`config.mk`:
```
export PLATFORM = sky130hd
export DESIGN_NAME = cordic_sequencer
export DESIGN_NICKNAME = d
export VERILOG_FILES = /design/src/rtl/cordic_pkg.sv /design/src/rtl/cordic_term_check.sv /design/src/rtl/cordic_sequencer.sv
export SDC_FILE = /design/constraint.sdc
export NUM_CORES = 1
export LEC_CHECK = 0
export CORE_MARGIN = 2
export CORE_UTILIZATION = 45
export CTS_CLUSTER_SIZE = 16
export DETAILED_ROUTE_END_ITERATION = 16
export GPL_TIMING_DRIVEN = 0
export PLACE_DENSITY = 0.75
export SYNTH_ARGS = -nofsm -noshare
export SYNTH_HDL_FRONTEND = slang
export SYNTH_SLANG_ARGS = --single-unit
export TNS_END_PERCENT = 10
```
`constraint.sdc`:
```
create_clock -name clk -period 4.1 [get_ports clk]
set_clock_uncertainty 0.1 [all_clocks]
set_input_delay 0.41 -clock clk [delete_from_list [all_inputs] [get_ports clk]]
set_output_delay 0.41 -clock clk [all_outputs]
set_load 0.01 [all_outputs]
```
`src/rtl/cordic_pkg.sv`:
```
// Shared definitions for the CORDIC job sequencer.
// Word width, tolerance, FSM encodings and the datapath init gain.
package cordic_pkg;

    localparam int CORDIC_WIDTH = 16;
    localparam int CORDIC_TOL   = 1;
    localparam int ITER_W       = 5;

    // CORDIC gain K in Q2.13, loaded into x_0 by the datapath on init
    localparam logic [CORDIC_WIDTH-1:0] K_INIT = 16'h136F;

    typedef enum logic [2:0] {
        S_IDLE  = 3'd0,
        S_INIT  = 3'd1,
        S_START = 3'd2,
        S_RUN   = 3'd3,
        S_STOP  = 3'd4,
        S_OUT   = 3'd5
    } state_t;

endpackage

```
`src/rtl/cordic_term_check.sv`:
```
// Combinational termination test for one CORDIC check pulse.
// Done when the next count reaches the limit or the angle error is within TOL.
module cordic_term_check
    import cordic_pkg::*;
#(
    parameter int WIDTH = CORDIC_WIDTH,
    parameter int TOL   = CORDIC_TOL
) (
    input  logic [WIDTH-1:0]  phi_r_i,
    input  logic [WIDTH-1:0]  phi_sum_i,
    input  logic [ITER_W-1:0] count_i,
    input  logic [ITER_W-1:0] max_iter_i,
    output logic              done_o
);

    localparam logic [WIDTH:0] TOL_W = (WIDTH+1)'(TOL);

    logic signed [WIDTH:0] err;
    logic        [WIDTH:0] err_abs;
    logic        [ITER_W:0] next_cnt;

    // Error is widened by one bit so the difference and its magnitude never wrap
    always_comb begin
        err      = $signed({phi_r_i[WIDTH-1], phi_r_i})
                 - $signed({phi_sum_i[WIDTH-1], phi_sum_i});
        err_abs  = err[WIDTH] ? $unsigned(-err) : $unsigned(err);
        next_cnt = {1'b0, count_i} + 1'b1;
        done_o   = (next_cnt >= {1'b0, max_iter_i}) || (err_abs <= TOL_W);
    end

endmodule

```
`src/rtl/cordic_sequencer.sv`:
```
// Job sequencer driving an iterative CORDIC controller/datapath pair.
// Accepts an angle, runs the controller until convergence or limit, returns cos/sin.
module cordic_sequencer
    import cordic_pkg::*;
#(
    parameter int WIDTH = CORDIC_WIDTH,
    parameter int TOL   = CORDIC_TOL
) (
    input  logic              clk,
    input  logic              rst,
    input  logic              in_valid_i,
    output logic              in_ready_o,
    input  logic [WIDTH-1:0]  phi_i,
    input  logic [ITER_W-1:0] max_iter_i,
    output logic              init_o,
    output logic              start_o,
    output logic              valid_o,
    input  logic              bussy_i,
    input  logic              check_for_termination_i,
    input  logic [WIDTH-1:0]  phi_sum_i,
    input  logic [WIDTH-1:0]  x_n_i,
    input  logic [WIDTH-1:0]  y_n_i,
    output logic              out_valid_o,
    input  logic              out_ready_i,
    output logic [WIDTH-1:0]  cos_o,
    output logic [WIDTH-1:0]  sin_o,
    output logic [ITER_W-1:0] iter_o
);

    state_t            state_q, state_d;
    logic [WIDTH-1:0]  phi_q, phi_d;
    logic [ITER_W-1:0] max_iter_q, max_iter_d;
    logic [ITER_W-1:0] cnt_q, cnt_d;
    logic [WIDTH-1:0]  cos_q, cos_d;
    logic [WIDTH-1:0]  sin_q, sin_d;
    logic [ITER_W-1:0] iter_q, iter_d;
    logic              in_ready_q, in_ready_d;
    logic              init_q, init_d;
    logic              start_q, start_d;
    logic              valid_q, valid_d;
    logic              out_valid_q, out_valid_d;
    logic              done;

    cordic_term_check #(
        .WIDTH (WIDTH),
        .TOL   (TOL)
    ) u_term (
        .phi_r_i    (phi_q),
        .phi_sum_i  (phi_sum_i),
        .count_i    (cnt_q),
        .max_iter_i (max_iter_q),
        .done_o     (done)
    );

    // Next-state and next-output logic; outputs decode the next state so they are registered
    always_comb begin
        state_d    = state_q;
        phi_d      = phi_q;
        max_iter_d = max_iter_q;
        cnt_d      = cnt_q;
        cos_d      = cos_q;
        sin_d      = sin_q;
        iter_d     = iter_q;
        unique case (state_q)
            S_IDLE: begin
                if (in_valid_i) begin
                    phi_d      = phi_i;
                    max_iter_d = (max_iter_i == '0) ? ITER_W'(1) : max_iter_i;
                    cnt_d      = '0;
                    state_d    = S_INIT;
                end
            end
            S_INIT: begin
                state_d = S_START;
            end
            S_START: begin
                if (bussy_i) begin
                    state_d = S_RUN;
                end
            end
            S_RUN: begin
                if (check_for_termination_i) begin
                    cnt_d = cnt_q + 1'b1;
                    if (done || !bussy_i) begin
                        state_d = S_STOP;
                    end
                end else if (!bussy_i) begin
                    state_d = S_STOP;
                end
            end
            S_STOP: begin
                if (!bussy_i) begin
                    cos_d   = x_n_i;
                    sin_d   = y_n_i;
                    iter_d  = cnt_q;
                    state_d = S_OUT;
                end
            end
            S_OUT: begin
                if (out_ready_i) begin
                    state_d = S_IDLE;
                end
            end
            default: begin
                state_d = S_IDLE;
            end
        endcase
        in_ready_d  = (state_d == S_IDLE);
        init_d      = (state_d == S_INIT);
        start_d     = (state_d == S_START);
        valid_d     = (state_d == S_STOP);
        out_valid_d = (state_d == S_OUT);
    end

    // State and registered outputs, synchronous reset discards any job in flight
    always_ff @(posedge clk) begin
        if (rst) begin
            state_q     <= S_IDLE;
            phi_q       <= '0;
            max_iter_q  <= '0;
            cnt_q       <= '0;
            cos_q       <= '0;
            sin_q       <= '0;
            iter_q      <= '0;
            in_ready_q  <= 1'b1;
            init_q      <= 1'b0;
            start_q     <= 1'b0;
            valid_q     <= 1'b0;
            out_valid_q <= 1'b0;
        end else begin
            state_q     <= state_d;
            phi_q       <= phi_d;
            max_iter_q  <= max_iter_d;
            cnt_q       <= cnt_d;
            cos_q       <= cos_d;
            sin_q       <= sin_d;
            iter_q      <= iter_d;
            in_ready_q  <= in_ready_d;
            init_q      <= init_d;
            start_q     <= start_d;
            valid_q     <= valid_d;
            out_valid_q <= out_valid_d;
        end
    end

    assign in_ready_o  = in_ready_q;
    assign init_o      = init_q;
    assign start_o     = start_q;
    assign valid_o     = valid_q;
    assign out_valid_o = out_valid_q;
    assign cos_o       = cos_q;
    assign sin_o       = sin_q;
    assign iter_o      = iter_q;

endmodule

```
After elaboration in Yosys (flattened, before gate mapping)
Cells that the tools add are included.
Cells by class
  add/subtract/negate cells: 4
  magnitude comparators: 2
  eq/ne operators: 11
  multiplexer cells: 13
  bitwise gates (word level): 1
  reductions and logical operators: 10
Operators by type and width (number)
  $mux W3: 7
  $pmux W3 S6: 1
  $le A17 B1 Y1 const B: 1
  $mux W17: 1
  $neg A17 Y17: 1
  $sub A16 B16 Y17: 1
  $mux W5: 3
  $eq A3 B3 Y1 const B: 4
  $pmux W5 S2: 1
  $eq A3 B2 Y1 const B: 3
  $add A5 B1 Y6 const B: 1
  $eq A3 B1 Y1 const B: 2
  $ge A6 B5 Y1: 1
  $logic_not A3 Y1: 2
  $add A5 B1 Y5 const B: 1
  $logic_not A5 Y1: 1
  $ne A2 B2 Y1 const B: 2
  $reduce_and A2 Y1: 2
  $reduce_and A3 Y1: 1
  $logic_or A1 B1 Y1: 2
  $reduce_bool A2 Y1: 1
  $logic_not A1 Y1: 1
  $not A1 Y1: 1
Storage, ports and cells
  register bits: 71
  input bits: 75
  output and inout port bits: 42

Longest topological paths before layout
  word-level depth: 10
  gate-level depth with buffers: 14
  depth with buffers taken out: 13

Cells and area by module
A second synthesis with hierarchy kept.
Unflattened totals
  cell total of the unflattened synthesis: 541
  area total of the unflattened synthesis: 4199.0 um2
By module, submodules not included
  cordic_sequencer: times used 1, cells an instance 318, area an instance 2637.5 um2
  cordic_term_check: times used 1, cells an instance 223, area an instance 1561.5 um2

Least setup slack after synthesis
OpenSTA, ideal clock, no wires.
  path kind: input to register
  from: input port phi_sum_i[0]
  to: register valid_q (netlist: valid_o)
  library setup time: 0.127 ns
  arrival: 3.205 ns
  path slack: 0.668 ns
  stages on the path: 12
  path through: ha_1 > fa_1 > nand2b_1 > a21oi_1 > xor2_1 > o21ai_1 > o2111ai_1 > a32o_1 > a32o_2 > o2111ai_2 > nor4b_2 > or3_1
On the way
  longest elaborated chain between the ends: 10
Ends and longest elaborated chain
  from (decl): line cordic_sequencer.sv:20  | input logic [WIDTH-1:0] phi_sum_i,
  $sub A16 B16 Y17 (*): line cordic_term_check.sv:25  | - $signed({phi_sum_i[WIDTH-1], phi_sum_i});
  $neg A17 Y17: line cordic_term_check.sv:26  | err_abs = err[WIDTH] ? $unsigned(-err) : $unsigned(err);
  $mux W17 (*): line cordic_term_check.sv:26
  $le A17 B1 Y1 (*): line cordic_term_check.sv:28  | done_o = (next_cnt >= {1'b0, max_iter_i}) || (err_abs <= TOL_W);
  $logic_or A1 B1 Y1 (*): line cordic_term_check.sv:28
  $logic_or A1 B1 Y1 (*): line cordic_sequencer.sv:84  | if (done || !bussy_i) begin
  $mux W3 (*): line cordic_sequencer.sv:84
  $mux W3 (*): line cordic_sequencer.sv:82  | if (check_for_termination_i) begin
  $pmux W3 S6 (*): line cordic_sequencer.sv:64  | unique case (state_q)
  $eq A3 B3 Y1 (*): line cordic_sequencer.sv:111  | valid_d = (state_d == S_STOP);
  to (signal assigned): line cordic_sequencer.sv:141  | valid_q <= valid_d;
  to (decl): line cordic_sequencer.sv:40  | logic valid_q, valid_d;
Every way passes the cells marked *; elsewhere a longest branch is shown, timed or not.
A chain may end at the register's enable or synchronous reset.

Worst setup path after layout
  from: input port phi_sum_i[8]
  to: register valid_q (netlist: valid_o)
Same word-level chain as after synthesis.

==> results.ini <==
[placed_design]
dpl_worst_slack_ps = -161
placed_area_um2 = 5910
io_buffers = 115
globalplace.congestion = 0.895
hpwl_mm = 10.1

[clock_tree]
numCtsBuffers = 9
htree_levels = 3
clk_latency_ps = 360
clkSinkCount = 71
cts_root_buffer = clkbuf_8
worst_setup_hold_path_clk_slew_ps = 80
cts_buffer_depth = 2
cts_tree = done
cts_hold_buffers = 0

[critical_path]
critPathMaxFanout = 9
r2r_start = phi_q[0]
reg2reg_depth = 13
endpoint = valid_o
r2r_setup_slack_ps = 260
arrival_ps = 4040
critPathLaunch = phi_sum_i[8]
worst_setup_path_start_kind = primary input
end_kind = flop
cp_data_required_time_ps = 4250
r2r-end = valid_o
critical_path_class = in -> reg

[power]
ir_worst_vdd_mv = 0.231
pwr_density_cell_nw_per_um2 = 323
leakage_uw = 0.00227
p_total_uw = 1970

[status]
outcome = finished, final reports clean

[logic_synthesis]
ys_ff_latch = 71
netlist_top_cells_count = nand2_1 (135), a21oi_1 (82), dfxtp_1 (71)
synth_nets = 699
synthArstFlopShare = 0
syn_area_um2 = 4590
synth_edf_count = 0
ys_warn_count = 0
yosys.cell_count.top_type = nand2_1
synthDominantCellAreaShare = 0.310
synth.avg_cell_area_um2 = 7.65
ys_seq_area_frac = 0.310
ys_types = 79
yosys.area.top_type = dfxtp_1
ys.flop_type = dfxtp_1
synth_area_leaders = dfxtp_1 (31%), nand2_1 (11%), a21oi_1 (8.9%)
syn_inst = 600

[timing]
relSlewSlack = 0.478
period_needed_ps = 3890
hold_slack_ps = 356
tightest_slew_ps = 780
fin_ws_ps = 208
drv_slew = 0
rsz0062_at_grt = no
timing.final.crit_share = 0.949
setup_viol = 0
hold_violations = 0
fmax_mhz = 257

[final_layout]
fill_cells = 942
diodes = 0
stdcell_area_um2 = 6120
final_nets = 825
post_route_cells_drive_above_1_share = 0.0726
post-route-util = 0.623
areaGrowthSynthToFinish_pct = 33.3

[worst_hold_path]
min_path_type = reg -> reg
worstHoldStart = sin_o[5]

[grt]
grt_first_pass_wirelength_mm = 21.3
grt_overflow = 0
grt_usage = 0.234
antenna_found_initial = 0
grt_start_max_net_pins = 13
grt_pass1_vias = 4621

[detailed_routing]
drt_iter0_markers = 226
drc = 0
vias = 4676
routed_wl_mm = 12.8
antenna_left = 0
drt_first_pass_iters = 5
vias_per_cell = 5.42
wl_per_cell_um = 14.8

[die]
die_w_um = 105
die_y_um = 105
start_util = 0.468
io_pins = 117
core_area_um2 = 9820
die_area_um2 = 11000
num_rows = 36

[flow_run]
maxCapViolCount = 0

-- worst max-delay path, cell delays in order --
cell and delay [ps]:
clkdlybuf4s50_1 450, inv_1 40, ha_1 260, buf_2 190
and2_4 200, nand3_1 140, a21oi_1 350, o21ai_0 220
a211oi_2 540, nor3b_1 340, mux2i_1 140, a21oi_1 280
nor4b_2 100, or3_1 380
-- cell families after synthesis --
group | share of synthesized area
multiplexers | 0.0136
XOR/XNOR | 0.0381
AO/OA/AOI/OAI | 0.278
AND/OR/NAND/NOR | 0.241
flip-flops | 0.310
adder cells (fa/ha/maj) | 0.0670
buffers and inverters | 0.0523
-- placed cells by master, fill, tap and decap left out, types with 9 or more instances in the layout --
master,instances
nand2_1,135
clkdlybuf4s50_1,115
a21oi_1,82
dfxtp_1,71
inv_1,27
nor2_1,27
clkbuf_1,26
ha_1,23
o21ai_0,18
nor3_1,14
xnor2_1,10
nor2b_1,10
clkbuf_8,10
nand3_1,9
-- metrics by stage --
stage               instances  setup TNS [ps]
finish                    863               0
global route              863               0
CTS                       863               0
detailed placement        848            -300
global placement          848            -196
floorplan                 600               0
-- cell type report --
cell class	count	area [um^2]	area share
clock inverter	5	56.3	0.00920
multi-input combinational	468	2950	0.481
sequential	71	1420	0.232
inverter	27	101	0.0166
tap	133	166	0.0272
clock buffer	10	138	0.0225
buffer	34	139	0.0227
timing repair buffer	115	1150	0.188
-- where the power goes --
group	switching, uW	leakage, uW	total (uW)	internal [uW]
sequential	19.4	0.000576	740	721
combinational	376	0.00159	660	285
clock	279	0.0000985	573	294
-- sequential cells by signal, summed over array words and instances, names as in the netlist --
register,flops
max_iter_q,5
sin_o,16
valid_o,1
state_q,3
start_o,1
out_valid_o,1
in_ready_o,1
cos_o,16
cnt_q,5
iter_o,5
phi_q,16
init_o,1
-- routing by layer --
metal	track usage	up-vias	routed length [um]
met5	0	-	0
met2	0.386	151	5910
met1	0.297	2131	5840
met3	0.0717	14	888
li1	-	2380	-
met4	0.0610	0	124
-- repair_timing --
item	in CTS	in global routing
setup buffers	0	0
resized for setup	0	4
setup endpoints to repair	0	3
-- how the worst min path moves through the flow --
| stage | end | slack (ps) | cells after the start |
|---|---|---|---|
| after CTS | sin_o[5] | 360 | 2 |
| after global placement | cos_o[8] | 340 | 2 |
| after detailed placement | sin_o[5] | 350 | 2 |
| after floorplan | max_iter_q[1] | 340 | 2 |
| final | sin_o[5] | 360 | 2 |
| after global routing | sin_o[5] | 380 | 2 |
(Power assumes the default switching activity.)
